$ cat src/rtl/lcb_rq_decoder.sv
// lcb_rq_decoder: 4-byte request frame parser (SYNC, ADDR, CMD, CHK) behind UART_RX.
// Optional RQ_STATS_EN adds saturating good-frame / error counters.
module lcb_rq_decoder #(
   parameter logic [7:0] SYNC_BYTE   = 8'hA5,
   parameter logic [7:0] DEV_ADDR    = 8'h01,
   parameter logic [7:0] BCAST_ADDR  = 8'hFF,
   parameter logic [7:0] CHK_SEED    = 8'h5A,
   parameter int         TIMEOUT_CYC = 8000,
   parameter int         TO_W        = 14
) (
   input  logic        clk,
   input  logic        rst,
   input  logic        strob,
   input  logic [7:0]  data_in,
   output logic        rq_valid,
   output logic [7:0]  rq_addr,
   output logic [7:0]  rq_cmd,
   output logic        rq_bcast,
   output logic        err_chk,
   output logic        err_timeout,
   output logic        busy,
   output logic [15:0] frame_cnt,
   output logic [15:0] err_cnt
);

   typedef enum logic [1:0] {
      IDLE,
      S_ADDR,
      S_CMD,
      S_CHK
   } state_t;

   localparam logic [TO_W-1:0] TO_LAST = TO_W'(TIMEOUT_CYC - 1);

   state_t          state;
   state_t          state_nx;
   logic [7:0]      addr_r;
   logic [7:0]      addr_nx;
   logic [7:0]      cmd_r;
   logic [7:0]      cmd_nx;
   logic [TO_W-1:0] to_cnt;
   logic [TO_W-1:0] to_nx;
   logic            to_hit;
   logic            chk_ok;
   logic            addr_ok;
   logic            rq_valid_nx;
   logic [7:0]      rq_addr_nx;
   logic [7:0]      rq_cmd_nx;
   logic            rq_bcast_nx;
   logic            err_chk_nx;
   logic            err_to_nx;

   assign to_hit  = (to_cnt == TO_LAST);
   assign chk_ok  = (data_in == (addr_r ^ cmd_r ^ CHK_SEED));
   assign addr_ok = (addr_r == DEV_ADDR) || (addr_r == BCAST_ADDR);
   assign busy    = (state != IDLE);

   // State, field latches, timeout counter and registered result pulses
   always_ff @(posedge clk) begin
      if (rst) begin
         state       <= IDLE;
         addr_r      <= '0;
         cmd_r       <= '0;
         to_cnt      <= '0;
         rq_valid    <= 1'b0;
         rq_addr     <= '0;
         rq_cmd      <= '0;
         rq_bcast    <= 1'b0;
         err_chk     <= 1'b0;
         err_timeout <= 1'b0;
      end else begin
         state       <= state_nx;
         addr_r      <= addr_nx;
         cmd_r       <= cmd_nx;
         to_cnt      <= to_nx;
         rq_valid    <= rq_valid_nx;
         rq_addr     <= rq_addr_nx;
         rq_cmd      <= rq_cmd_nx;
         rq_bcast    <= rq_bcast_nx;
         err_chk     <= err_chk_nx;
         err_timeout <= err_to_nx;
      end
   end

   // Frame walk; a strob in the timeout cycle wins over the timeout
   always_comb begin
      state_nx    = state;
      addr_nx     = addr_r;
      cmd_nx      = cmd_r;
      rq_valid_nx = 1'b0;
      rq_addr_nx  = rq_addr;
      rq_cmd_nx   = rq_cmd;
      rq_bcast_nx = rq_bcast;
      err_chk_nx  = 1'b0;
      err_to_nx   = 1'b0;
      unique case (state)
         IDLE: begin
            if (strob && (data_in == SYNC_BYTE)) begin
               state_nx = S_ADDR;
            end
         end
         S_ADDR: begin
            if (strob) begin
               addr_nx  = data_in;
               state_nx = S_CMD;
            end else if (to_hit) begin
               state_nx  = IDLE;
               err_to_nx = 1'b1;
            end
         end
         S_CMD: begin
            if (strob) begin
               cmd_nx   = data_in;
               state_nx = S_CHK;
            end else if (to_hit) begin
               state_nx  = IDLE;
               err_to_nx = 1'b1;
            end
         end
         S_CHK: begin
            if (strob) begin
               state_nx = IDLE;
               if (!chk_ok) begin
                  err_chk_nx = 1'b1;
               end else if (addr_ok) begin
                  rq_valid_nx = 1'b1;
                  rq_addr_nx  = addr_r;
                  rq_cmd_nx   = cmd_r;
                  rq_bcast_nx = (addr_r == BCAST_ADDR);
               end
            end else if (to_hit) begin
               state_nx  = IDLE;
               err_to_nx = 1'b1;
            end
         end
         default: state_nx = IDLE;
      endcase
   end

   // Inter-byte timer: zero in IDLE and on each byte, saturating otherwise
   always_comb begin
      to_nx = to_cnt;
      if ((state == IDLE) || strob || (state_nx == IDLE)) begin
         to_nx = '0;
      end else if (to_cnt != '1) begin
         to_nx = to_cnt + 1'b1;
      end
   end

`ifdef RQ_STATS_EN
   // Saturating good-frame and error counters
   always_ff @(posedge clk) begin
      if (rst) begin
         frame_cnt <= '0;
         err_cnt   <= '0;
      end else begin
         if (rq_valid && (frame_cnt != 16'hFFFF)) begin
            frame_cnt <= frame_cnt + 16'd1;
         end
         if ((err_chk || err_timeout) && (err_cnt != 16'hFFFF)) begin
            err_cnt <= err_cnt + 16'd1;
         end
      end
   end
`else
   assign frame_cnt = 16'h0000;
   assign err_cnt   = 16'h0000;
`endif

endmodule

$ cat config.mk
export PLATFORM = sky130hd
export DESIGN_NAME = lcb_rq_decoder
export DESIGN_NICKNAME = d
export VERILOG_FILES = /design/src/rtl/lcb_rq_decoder.sv
export SDC_FILE = /design/constraint.sdc
export NUM_CORES = 1
export LEC_CHECK = 0
export BUFFER_PORTS_ARGS = -buffer_cell sky130_fd_sc_hd__buf_2
export CAP_MARGIN = 10
export CORE_ASPECT_RATIO = 0.6
export CORE_MARGIN = 2
export CORE_UTILIZATION = 57
export DETAILED_ROUTE_END_ITERATION = 10
export HOLD_SLACK_MARGIN = 0.1
export PLACE_DENSITY = 0.84
export SLEW_MARGIN = 20
export SYNTH_ARGS = -nofsm -noshare
export SYNTH_HDL_FRONTEND = slang
export SYNTH_SLANG_ARGS = --single-unit
$ cat constraint.sdc
create_clock -name clk -period 3.9 [get_ports clk]
set_clock_uncertainty 0.05 [all_clocks]
set_input_delay 0.195 -clock clk [delete_from_list [all_inputs] [get_ports clk]]
set_output_delay 0.195 -clock clk [all_outputs]
set_load 0.01 [all_outputs]
Word level (Yosys, flattened, before mapping) --
Cells that the tools add are included.
Storage, ports and cells: register bits 52, input port bits 11, output and inout port bits 53, word-level logic and storage cells 50
Cells by class: add/subtract/negate cells 1, equality and inequality tests 9, multiplexer cells 9, bitwise logic cells 6, reduce and logical (&&, ||, !) cells 15
Operators with widths (count):
- equality test 8 bit, second input constant | 2
- adder 14 x 1 -> 14 bit, second input constant | 1
- equality test 14 x 13 -> 1 bit, second input constant | 1
- inequality test 14 bit, second input constant | 1
- two-way mux 2 bit | 5
- OR reduction 3 bit | 3
- equality test 8 x 1 -> 1 bit, second input constant | 1
- equality test 8 bit | 1
- one-hot mux 2 bit (4 select lines) | 1
- bitwise XOR 8 bit | 1
- equality test 2 bit, second input constant | 2
- zero test 2 bit | 2
- inverter 1 bit | 4
- inverter 4 bit | 1
- AND reduction 2 bit | 2
- AND reduction 4 bit | 1
- OR reduction 4 bit | 1
- logical OR 1 bit | 3
- two-way mux 1 bit | 3
- equality test 2 x 1 -> 1 bit, second input constant | 1
- nonzero test 2 bit | 1
- OR reduction 2 bit | 1
- logical AND 1 bit | 1

Longest topological paths before layout --
Gate-level depths: netlist of run 1.
word-level depth 7, mapped depth 7, mapped depth without buffers 6

Worst setup path before layout of run 1 --
OpenSTA, ideal clock, no wires.
kind reg2reg, start register cmd_r[1], end register rq_addr[2], library setup time 69 ps, data arrival time 1786 ps, data required time 3781 ps, slack 1995 ps, cell stages (with the launch flop) 8, path buffers 2, clock period less this slack 1905 ps, cells stage by stage dfxtp_1 > xnor3_1 > nor4_2 > o2111ai_1 > buf_6 > or2_0 > buf_6 > a21oi_2
Between the ends: longest elaborated chain between the ends 4
RTL lines:
- from (decl) | RTL line 39 | logic [7:0] cmd_r;
- from (signal assigned) | RTL line 74 | cmd_r <= cmd_nx;
- bitwise XOR 8 bit | RTL line 54 | assign chk_ok = (data_in == (addr_r ^ cmd_r ^ CHK_SEED));
- inverter 4 bit (no source line)
- equality test 8 bit | RTL line 54
- AND reduction 4 bit (no source line)
- to (signal assigned) | RTL line 77 | rq_addr <= rq_addr_nx;
- to (decl) | RTL line 16 | output logic [7:0] rq_addr,
No other way between the ends. A chain may end at the register's enable or synchronous reset.

Worst setup path in the final report of run 1 --
start register to_cnt[0], end register to_cnt[2]
Between the ends: longest elaborated chain between the ends 7, elaborated cells between the ends (all ways) 11, those cells by class add/sub (1); eq/ne (2); mux (5); reduce/logical (3)
RTL lines:
- from (decl) | RTL line 41 | logic [TO_W-1:0] to_cnt;
- from (signal assigned) | RTL line 75 | to_cnt <= to_nx;
- equality test 14 x 13 -> 1 bit | RTL line 53 | assign to_hit = (to_cnt == TO_LAST);
- two-way mux 2 bit | RTL line 106, 115, 131
- two-way mux 2 bit, on equally long branches | RTL line 121, 103, 112
- one-hot mux 2 bit (4 select lines) | RTL line 96 | unique case (state)
- zero test 2 bit | RTL line 143 | if ((state == IDLE) || strob || (state_nx == IDLE)) begin
- logical OR 1 bit | RTL line 143
- OR reduction 2 bit (no source line)
Several ways; a longest one is shown, not always the timed one.

==> results.yml, run 1 <==
synth:
  yosys-top-cells-area: "dfxtp_1 (41%), buf_4 (9.5%), mux2i_1 (9.1%), nor2_1 (6.8%), xor3_1 (3.8%)"
  synth_cell_types: 41
  synth_top_cell_area_share: 0.412
  ys_ff_latch: 52
  yosys.area.top_type: "dfxtp_1"
  synthCells: 266
  ys_warn_count: 0
  synth.avg_cell_area_um2: 9.51
  ys_seq_area_frac: 0.412
  syn_area_um2: 2530
route:
  totalWireLength_mm: 4.69
  wl_per_cell_um: 13.3
  vias_per_cell: 5.06
  drt_pass1_iterations: 4
  drc: 0
  drtIter0Drc: 149
  antenna_left: 0
  vias: 1785
pwr:
  power_uw: 942
  ir_drop_v: 0.000239
  switching_share: 0.218
  p_switching_uw: 205
  clkPwrFrac: 0.389
  p_leak_uw: 0.00130
  comb_power_share: 0.047
  cellPowerDensity_nw_per_um2: 349
  p_int_uw: 737
  seqPwrFrac: 0.563
critical_path:
  crit_chain: "ha_1 -> nand3_1 -> nor4_1 -> nand4b_1 -> o21ai_1 -> nor3_1"
  crit_family: "simple AND/OR/NAND/NOR gates"
  worst_setup_path_end_kind: "flop"
  arrival_ns: 2.52
  critical-path-slowest-cell: "o21ai_1"
  path_buf_inv: 0
  worstSetupStartpoint: "to_cnt[0]$_SDFFE_PP0P_"
  critPathRequiredTime_ns: 3.99
  crit_type: "flop to flop"
  max_stage_delay_ns: 0.79
  timing.rr.start: "to_cnt[0]$_SDFFE_PP0P_"
  cp-start-kind: "flop"
  crit_fanout: 14
cells_and_area:
  layout_commonest_cell: "dfxtp_1"
  final_cell_mix: "dfxtp_1 (52), nor2_1 (46), conb_1 (32)"
  antenna_cells: 0
  finalInstanceArea_um2: 2700
  drive_gt1_frac: 0.181
  area_growth_syn_to_layout_pct: 6.73
  fin_cells: 353
  final_net_count: 304
  fillCellCount: 361
sta:
  tns_ns: 0
  rsz0062_at_grt: "false"
  fmax_mhz: 413
  worst_pin_slew_ns: 0.948
  final.min_clock_period_ns: 2.42
  slew_viol_final: 0
  period_share: 0.622
  finalHoldViolations: 0
  finalSetupViolCount: 0
  relSlewSlack: 0.364
grt:
  track_usage: 0.195
  grt_pass1_vias: 1571
  grt_pass1_wl_mm: 7.71
  antenna_found_initial: 0
  grt_max_degree: 39
  globalRoute.totalOverflow: 0
clocking:
  cts-root-buf: "clkbuf_8"
  worstSkewPairLatency_ns: 0.30
  cts_buffers: 5
  hold_buffers: 0
  cts.path.max_buffers: 2
  post-cts-setup-buffer-count: 0
  clkSlewWorstSetupHoldPaths_ns: 0.10
  htreeDepth: 2
  cts_resized: 0
  numClockSinks: 52
  cts_tree: "yes"
floorplanning:
  die_w_um: 90.0
  coreArea_um2: 4190
  die_y_um: 55.6
  io_pins: 64
  initial_core_util: 0.604
  die_area_um2: 5000
  rows: 18
place:
  portBuffers: 31
  placedCellCount: 345
  place_area_um2: 2590
  place_congestion: 0.879
  hpwl_mm: 3.41
worst_hold_path:
  min_from: "data_in[6]"
  hold_path.class: "primary input to flop"
run:
  maxCapViolCount: 0
status:
  status: "complete, no violations"
cells by family (layout without fill, tap and decap cells):
group / Yosys count / count (layout) / synth area share
multiplexers: 23 / 23 / 0.0910
AND/OR/NAND/NOR: 94 / 94 / 0.181
other: 1 / 32 / 0.00148
XOR/XNOR: 16 / 16 / 0.101
AO/OA/AOI/OAI: 29 / 29 / 0.0807
flip-flops: 52 / 52 / 0.412
buffers and inverters: 50 / 46 / 0.128
adder cells (fa/ha/maj): 1 / 1 / 0.00495
power groups by stage:
stage / sequential [uW] / clock, uW / combinational (uW)
2_1_floorplan: 543 / 0 / 55.4
3_3_place_gp: 543 / 0 / 43.2
3_5_place_dp: 543 / 0 / 43.6
4_1_cts: 531 / 380 / 43.7
5_1_grt: 531 / 398 / 48.0
6_report: 531 / 367 / 44.6
layer usage:
metal / vias up / share of wire / track usage
met5: - / 0 / 0
met4: 0 / 0.013 / 0.0637
met3: 6 / 0.074 / 0.0474
met2: 66 / 0.43 / 0.292
met1: 821 / 0.48 / 0.281
li1: 892 / - / -
worst register-to-register path, stage by stage (launching register included):
cell      delay (ns)
dfxtp_1         0.40
ha_1            0.23
nand3_1         0.18
nor4_1          0.27
nand4b_1        0.21
o21ai_1         0.79
nor3_1          0.14
synth_stat cells (all sizes together):
master   count
nand2       15
o41ai        1
xor3         4
and2         1
nand3b       1
and4bb       1
clkbuf       9
nand3        5
ha           1
a21oi       15
nor3         2
a21o         1
buf         35
a31oi        1
a41oi        1
o211ai       2
or3          1
inv          6
nor4         4
nand4        8
and4         1
nor2b        1
mux2i       23
xor2         8
nor2        46
nand4b       2
o21ai        4
and3         2
or2          3
and4b        1
dfxtp       52
conb         1
o2111ai      2
a211oi       2
xnor3        4
per-stage QoR:
stage	worst slack [ns]	util	hold slack, ns
floorplan	1.99	-	0.289
global placement	1.62	0.618	0.379
detailed placement	1.53	0.618	0.394
CTS	1.51	0.644	0.128
global route	1.24	0.644	0.142
finish	1.48	0.644	0.133
sequential cells by signal, summed over array words and instances (netlist names):
name and cells:
to_cnt 14, cmd_r 8, state 2, addr_r 8, rq_addr 8, rq_valid 1
rq_bcast 1, rq_cmd 8, err_timeout 1, err_chk 1
cell type report:
class	instances	area [um^2]	share of cell area
Inverter	6	22.5	0.00834
Multi-Input combinational cell	195	1290	0.477
Sequential cell	52	1040	0.386
Clock buffer	6	72.6	0.0269
Tap cell	60	75.1	0.0278
Clock inverter	2	38.8	0.0144
Timing Repair Buffer	32	163	0.0603
worst paths after layout:
check | to | slack [ns] | cells after the start
worst min-delay path | cmd_r[6]$_SDFFE_PP0P_ | 0.13 | 3
worst max-delay path | to_cnt[2]$_SDFFE_PP0P_ | 1.48 | 6
worst min register to register | rq_addr[0]$_SDFFE_PP0P_ | 0.40 | 2
worst max register to register | to_cnt[2]$_SDFFE_PP0P_ | 1.48 | 6
No activity file was read; power rests on OpenSTA's default activity.
==> run 2, diff against run 1 <==
Settings changed: CORE_UTILIZATION 57 to 48, PLACE_DENSITY 0.84 to 0.75.
Clock period 3.9 ns to 2 ns, I/O delays scaled along.
==> run 2 against run 1 <==
Worst setup slack lost 1.5 ns. Flip-flop and latch count is the same. Clock-buffer cell count is the same. Sequential share of layout area shrank 3.0 points. Final cell count grew 7.6%. Core utilization shrank 6.5 points. Die area grew 18%. Power grew 100%. Combinational power grew 140%. Clock power grew 100%. Via count grew 3.2%. Register-to-register slack lost 1.4 ns. Critical path type is now primary input to flop. Largest cell class unchanged.
==> results.yml, run 2 (synthesized netlist as in run 1, its figures left out) <==
floorplanning:
  rows: 20
  io_pins: 64
  initial_core_util: 0.498
  die_y_um: 60.2
  die_area_um2: 5880
  coreArea_um2: 5080
  die_w_um: 97.7
clocking:
  cts.path.max_buffers: 2
  cts_tree: "yes"
  cts_buffers: 5
  cts-root-buf: "clkbuf_8"
  worstSkewPairLatency_ns: 0.30
  clkSlewWorstSetupHoldPaths_ns: 0.10
  htreeDepth: 2
  numClockSinks: 52
route:
  wl_per_cell_um: 13.2
  vias: 1843
  vias_per_cell: 4.85
  drt_pass1_iterations: 4
  antenna_left: 0
  drtIter0Drc: 144
  drc: 0
  maxUsedRoutingLayer: "met4"
  drt-met1-wl_mm: 2.66
  met2_wirelength_mm: 2.10
  totalWireLength_mm: 5.01
  met3_length_um: 237
pwr:
  seqPwrFrac: 0.547
  p_leak_uw: 0.00141
  comb_power_share: 0.057
  p_switching_uw: 411
  clkPwrFrac: 0.396
  power_uw: 1890
  p_int_uw: 1480
  switching_share: 0.217
  ir_drop_v: 0.000436
  cellPowerDensity_nw_per_um2: 644
sta:
  fmax_mhz: 504
  slew_viol_final: 0
  rsz0062_at_grt: "true"
  finalHoldViolations: 0
  finalSetupViolCount: 0
  period_share: 0.991
  tns_ns: 0
  final.min_clock_period_ns: 1.98
grt:
  grt_pass1_wl_mm: 8.02
  track_usage: 0.173
  grt_pass1_vias: 1682
  grt_max_degree: 38
  globalRoute.totalOverflow: 0
  antenna_found_initial: 0
status:
  status: "complete, no violations"
critical_path:
  crit_fanout: 8
  critPathRequiredTime_ns: 2.19
  worst_setup_path_end_kind: "flop"
  crit_type: "primary input to flop"
  arrival_ns: 2.17
  cp-start-kind: "primary input"
cells_and_area:
  fillCellCount: 441
  antenna_cells: 0
  drive_gt1_frac: 0.229
  final_net_count: 325
  top_register: "to_cnt"
  largest_register_ff_count: 14
  area_growth_syn_to_layout_pct: 16.3
  layout_commonest_cell: "dfxtp_1"
  final_cell_mix: "dfxtp_1 (49), nor2_1 (46), conb_1 (32)"
worst_hold_path:
  hold_path.class: "primary input to flop"
place:
  hpwl_mm: 3.43
  place_congestion: 0.795
  portBuffers: 31
run:
  maxCapViolCount: 0
run 2: per-layer routing:
metal	vias to the layer above	global-route usage
met5	-	0
met4	0	0.0516
met3	3	0.0433
met2	61	0.266
met1	844	0.244
li1	935	-
run 2: path summary, 6_finish.rpt:
path / from / to / cells after the start / slack [ns]
min reg2reg: rq_addr[0]$_SDFFE_PP0P_ / rq_addr[0]$_SDFFE_PP0P_ / 2 / 0.41
max: data_in[4] / rq_bcast$_SDFFE_PP0P_ / 8 / 0.02
max reg2reg: addr_r[5]$_SDFFE_PP0P_ / rq_bcast$_SDFFE_PP0P_ / 6 / 0.05
min: data_in[2] / addr_r[2]$_SDFFE_PP0P_ / 5 / 0.16
run 2: power by group through the flow:
| stage | combinational (uW) | clock, uW | sequential (uW) |
|---|---|---|---|
| 3_3_place_gp | 86.2 | 0 | 1060 |
| 6_report | 108 | 750 | 1030 |
| 4_1_cts | 101 | 768 | 1030 |
| 3_5_place_dp | 87.1 | 0 | 1060 |
| 2_1_floorplan | 108 | 0 | 1060 |
| 5_1_grt | 116 | 816 | 1040 |
run 2: cell type report:
class                           count  area [um^2]  share of cell area
Clock buffer                        6         82.6              0.0281
Sequential cell                    52         1040               0.355
Clock inverter                      2         38.8              0.0132
Timing Repair Buffer               53          350               0.119
Tap cell                           66         82.6              0.0281
Inverter                            6         22.5             0.00766
Multi-Input combinational cell    195         1320               0.449
run 2: what timing repair did:
item | in CTS | in global routing
endpoints found under the setup margin | 15 | 30
gates resized for setup | 1 | 10
hold buffers | 9 | 0
endpoints found under the hold margin | 15 | 0
setup buffers | 0 | 2
pin swaps | 1 | 7
run 2: through the flow:
stage          setup WS (ns)  instance area, um^2  instances  hold WS [ns]   util
2_1_floorplan         0.0950                 2650        297         0.194      -
3_3_place_gp          0.0360                 2670        361         0.350  0.526
3_5_place_dp         0.00314                 2670        361         0.363  0.526
4_1_cts              0.00928                 2880        378         0.149  0.567
5_1_grt              -0.0436                 2940        380         0.180  0.579
6_report              0.0173                 2940        380         0.163  0.579
run 2: worst max-delay path, cell delays in order:
cell,delay (ns)
dlygate4sd3_1,0.53
buf_2,0.15
xnor3_1,0.39
nor4_4,0.29
o2111ai_2,0.17
or2_1,0.27
buf_6,0.15
a21oi_2,0.11
